## src/rtl/noc_credit_tx.sv

```systemverilog
// Credit-based NoC flit transmitter: one-cycle launch register, downstream credit counter and a packet FSM.
// Optional macro TX_PKT_CNT_EN adds an 8-bit wrapping count of transmitted packet tails on pkt_count.
module noc_credit_tx #(
  parameter int DATA_WIDTH = 8,
  parameter int CREDITS    = 8
) (
  input  logic                  clk,
  input  logic                  rst,
  input  logic                  en,
  input  logic [DATA_WIDTH-1:0] src_data,
  input  logic                  src_valid,
  input  logic                  src_last,
  output logic                  src_ready,
  output logic [DATA_WIDTH-1:0] link_data,
  output logic                  link_write,
  output logic                  link_last,
  input  logic                  credit_return,
  output logic [3:0]            credits_avail,
  output logic                  in_packet,
  output logic                  credit_err
`ifdef TX_PKT_CNT_EN
  ,
  output logic [7:0]            pkt_count
`endif
);

  localparam logic [3:0] CREDIT_MAX = 4'(CREDITS);

  typedef enum logic {
    IDLE,
    ACTIVE
  } state_t;

  state_t     state;
  state_t     state_next;
  logic [3:0] credit_cnt;
  logic       xfer;

  // Gating with rst keeps the source from seeing a handshake that reset will discard.
  assign src_ready     = rst & en & (credit_cnt != 4'd0);
  assign xfer          = src_valid & src_ready;
  assign credits_avail = credit_cnt;
  assign in_packet     = (state == ACTIVE);

  always_ff @(posedge clk) begin
    if (!rst) state <= IDLE;
    else      state <= state_next;
  end

  always_comb begin
    state_next = state;
    case (state)
      IDLE:   if (xfer && !src_last) state_next = ACTIVE;
      ACTIVE: if (xfer && src_last)  state_next = IDLE;
    endcase
  end

  // A return arriving with a full counter means the downstream returned more than it was given.
  always_ff @(posedge clk) begin
    if (!rst) begin
      credit_cnt <= CREDIT_MAX;
      credit_err <= 1'b0;
    end else if (xfer && !credit_return) begin
      credit_cnt <= credit_cnt - 4'd1;
    end else if (!xfer && credit_return) begin
      if (credit_cnt == CREDIT_MAX) credit_err <= 1'b1;
      else                          credit_cnt <= credit_cnt + 4'd1;
    end
  end

  always_ff @(posedge clk) begin
    if (!rst) begin
      link_write <= 1'b0;
      link_data  <= '0;
      link_last  <= 1'b0;
    end else begin
      link_write <= xfer;
      if (xfer) begin
        link_data <= src_data;
        link_last <= src_last;
      end
    end
  end

`ifdef TX_PKT_CNT_EN
  always_ff @(posedge clk) begin
    if (!rst)                  pkt_count <= 8'd0;
    else if (xfer && src_last) pkt_count <= pkt_count + 8'd1;
  end
`endif

endmodule
```

## config.mk

```make
export PLATFORM = sky130hd
export DESIGN_NAME = noc_credit_tx
export DESIGN_NICKNAME = d
export VERILOG_FILES = /design/src/rtl/noc_credit_tx.sv
export SDC_FILE = /design/constraint.sdc
export NUM_CORES = 1
export LEC_CHECK = 0
export ABC_AREA = 1
export BUFFER_PORTS_ARGS = -buffer_cell sky130_fd_sc_hd__buf_2
export CAP_MARGIN = 20
export CORE_MARGIN = 5
export CORE_UTILIZATION = 39
export DETAILED_ROUTE_END_ITERATION = 8
export PLACE_DENSITY = 0.77
export SYNTH_ARGS = -nofsm -noshare
export SYNTH_HDL_FRONTEND = slang
export SYNTH_SLANG_ARGS = --single-unit
```

## constraint.sdc

```tcl
create_clock -name clk -period 4.5 [get_ports clk]
set_clock_uncertainty 0.15 [all_clocks]
set_input_delay 0.225 -clock clk [delete_from_list [all_inputs] [get_ports clk]]
set_output_delay 0.225 -clock clk [all_outputs]
set_load 0.02 [all_outputs]
```

==> metrics.md <==
| Metric | Value |
|---|---|
| Part of the power in combinational logic | `40.3%` |
| Die outline height | `55.8 um` |
| Antenna violations before repair | `0` |
| Ys Warns | `0` |
| HPWL Detailed | `about 1.3 mm` |
| Total negative slack for setup checks | `0 ps` |
| Post-route ant nets | `0` |
| Overflow after GRT | `0` |
| Cell area after synthesis | `817 um2` |
| Detail-routed via count per cell | `~4.7` |
| Via total after detailed routing | `~760` |
| Filler-free cell count of the finished design | `162` |
| Bufs on Longest Clock Path | `2` |
| Post-synthesis sequential area ratio | `39.2%` |
| Number of register bits inferred by synthesis | `16` |
| Maximum number of pins on one net before global-route repair | `14` |
| Chip Width | `55.8 um` |
| Starting density of the core | `41.2%` |
| Post-synthesis average cell area | `7.86 um2` |
| ANT cells | `0` |
| Critical path launch point type | `flip-flop` |
| Worst setup path category | `flip-flop to flip-flop` |
| Crit end category | `flip-flop` |
| Violation count after the first detailed-routing iteration | `4` |
| Worst hold-check path type | `input port to flip-flop` |
| Hold-fix buffers, CTS | `0` |
| Nets in the synthesized netlist | `122` |
| Minimum clock period | `between 2000 and 2500 ps` |
| Area of the core | `0.00198 mm2` |
| Routability congestion estimate | `0.864` |
| WHS | `18.8 ps` |
| Post-synthesis cell type count | `19` |
| TritonCTS Buffers | `3` |
| Number of port buffers | `30` |
| TritonCTS clock tree | `yes` |
| DRC violation count after routing | `0` |
| Final standard cell area without fillers | `0.00100 mm2` |
| Clk root buf | `sky130_fd_sc_hd__clkbuf_4` |
| Global-route wire length before repair | `3.03 mm` |
| Wire length after detailed routing | `1.74 mm` |
| Arrival time of the worst setup path | `2350 ps` |
| Pre-Repair DR Iteration Count | `4` |
| Via count of the first global-routing pass | `736` |
| Maximum vdd drop | `0.000210 V` |
| Fraction of layout instances using a drive strength above 1 | `41.5%` |
| Routed wire length per instance | `about 11 um` |
| Post-layout net count | `154` |
| Slew Limit Headroom | `64.1%` |
| Clock Pin Slew Worst Setup and Hold Paths | `100 ps` |
| Hold Path Stages | `3` |
| Library cell appearing most often on the critical path | `sky130_fd_sc_hd__nor2_1` |
| Total setup violations reported at the end of the flow | `0` |
| Area occupied by multi-input gates | `407 um2` |
| Most common cell after layout, fill and taps aside | `sky130_fd_sc_hd__buf_2` |
| Cell chain of the critical path | `nor2_1 -> nand2_1 -> nand2_1 -> inv_2 -> nand2_4 -> inv_4 -> ha_1 -> nand2_1 -> inv_1 -> nor2_1 -> ha_1 -> a21oi_1 -> xnor2_1 -> nor2_1 -> nor2_1` |
| Seq. cell area | `320 um2` |
| Maximum level of the CTS H-tree | `1` |
| Most frequent cells in the layout | `sky130_fd_sc_hd__buf_2 (30), sky130_fd_sc_hd__nand2_1 (24), sky130_fd_sc_hd__dfxtp_1 (16)` |
| Die area | `0.00311 mm2` |
| Final worst path period share | `between 50% and 60%` |
| Max-cap violations | `0` |
| Cell area power density | `505 mW/mm2` |
| Sequential share of power | `40.3%` |
| Slew at the pin with the worst max-slew slack | `538 ps` |
| Number of buffers inserted by post-CTS setup repair | `0` |
| Highest achievable clock rate | `roughly 0.44 GHz` |
| Result of the run | `completed` |
| Clock network latency to the later pin of the worst-skew pair | `290 ps` |
| Row count | `16` |
| CTS sink cnt | `16` |
| All-Layer GR Usage | `12.0%` |
| Number of filler instances in the final layout | `200` |
| Depth of the most critical reg-to-reg path | `15` |
| Placed instance count | `158` |
| Placed cell area | `966 um2` |
| Fraction of power spent switching nets | `41.8%` |
| IO Pins | `31` |
| Critical-path maximum fanout | `13` |
| Signed area change from the synthesized netlist to the final layout | `22.7%` |
| Critical-path top delay cell | `sky130_fd_sc_hd__dfxtp_1` |
| Clock Power Share | `19.4%` |
| Number of standard cells after synthesis | `104` |
| Static leakage | `0.510 nW` |
| Endpoints failing hold | `0` |
| Final max-slew violation count | `0` |
| Largest stage delay on the critical path | `between 400 and 500 ps` |
| RSZ-0062 raised after global routing | `false` |
| Psw | `about 0.00021 W` |
| Number of gates resized after cts | `0` |
| Data required time of the critical path | `4590 ps` |
| Internal Pwr Total | `0.000295 W` |
-- per-layer routing --
layer | routed length [um] | up-vias | share of wire (%) | track usage, %
li1 | - | 385 | - | -
met1 | 741 | 349 | 43 | 12.6
met2 | 863 | 21 | 50 | 20.9
met3 | 116 | 2 | 6.7 | 3.48
met4 | 22 | 0 | 1.3 | 6.94
met5 | 0 | - | 0 | 0
-- state kept, by name, indices dropped and copies added (netlist names), named ones only --
name and cells:
link_data 8, credits_avail 4, credit_err 1, link_last 1
link_write 1
-- cell families after synthesis --
family,after synthesis,share of synthesized area [%]
AO/OA/AOI/OAI,16,13.9
adder cells (fa/ha/maj),4,6.13
XOR/XNOR,2,2.14
flip-flops,16,39.2
AND/OR/NAND/NOR,49,27.6
buffers and inverters,17,11.0
-- synthesized netlist by cell type --
cell type | n | area, um2
sky130_fd_sc_hd__o21ai_0 | 3 | 15.0
sky130_fd_sc_hd__nand2_4 | 1 | 11.3
sky130_fd_sc_hd__ha_1 | 4 | 50.1
sky130_fd_sc_hd__nor2_2 | 1 | 6.26
sky130_fd_sc_hd__inv_2 | 1 | 3.75
sky130_fd_sc_hd__nand2_2 | 9 | 56.3
sky130_fd_sc_hd__a21oi_1 | 4 | 20.0
sky130_fd_sc_hd__nand3_1 | 3 | 15.0
sky130_fd_sc_hd__inv_4 | 1 | 6.26
sky130_fd_sc_hd__a21oi_2 | 9 | 78.8
sky130_fd_sc_hd__buf_12 | 1 | 20.0
sky130_fd_sc_hd__clkbuf_1 | 1 | 3.75
sky130_fd_sc_hd__xnor2_1 | 2 | 17.5
sky130_fd_sc_hd__nand2_1 | 24 | 90.1
sky130_fd_sc_hd__nor2_1 | 9 | 33.8
sky130_fd_sc_hd__inv_1 | 12 | 45.0
sky130_fd_sc_hd__dfxtp_1 | 16 | 320
sky130_fd_sc_hd__buf_6 | 1 | 11.3
sky130_fd_sc_hd__nand4_1 | 2 | 12.5
-- per-stage QoR --
| step | utilization [%] | setup WS, ps | total power [W] |
|---|---|---|---|
| after CTS | 50.6 | 2240 | 0.000512 |
| after detailed placement | 48.7 | 2260 | 0.000413 |
| after global routing | 50.6 | 2050 | 0.000547 |
| final | 50.6 | 2240 | 0.000506 |
| after global placement | 48.7 | 2360 | 0.000405 |
| after floorplan | - | 2290 | 0.000356 |
-- area by class of cell --
cell class | instances | area share, %
multi-input cells | 71 | 40.6
flip-flops and latches | 16 | 32.0
repair buffers | 30 | 15.0
inverters | 14 | 5.49
clock buffers | 4 | 3.62
well taps | 27 | 3.37
-- worst paths after layout --
path / startpoint / endpoint / slack (ps)
worst min register to register: credit_err / credit_err / 310
worst max register to register: credits_avail[3] / credits_avail[2] / 2240
worst min-delay path: src_data[5] / link_data[5] / 20
worst max-delay path: credits_avail[3] / credits_avail[2] / 2240
-- power by group through the flow --
stage	clock network (W)	registers [W]	logic, W
6_report	0.0000982	0.000204	0.000204
5_1_grt	0.000109	0.000209	0.000230
4_1_cts	0.000102	0.000204	0.000206
3_5_place_dp	0	0.000207	0.000206
3_3_place_gp	0	0.000205	0.000200
2_1_floorplan	0	0.000235	0.000121
-- worst max-delay path, delay by kind of cell (launching register included) --
family	cells	cell delay (ps)
xor+xnor	1	140
flops	1	460
buf+inv	3	320
simple gates	8	570
fa+ha+maj	2	410
compound gates	1	150
Power figures use the tool's default switching activity.
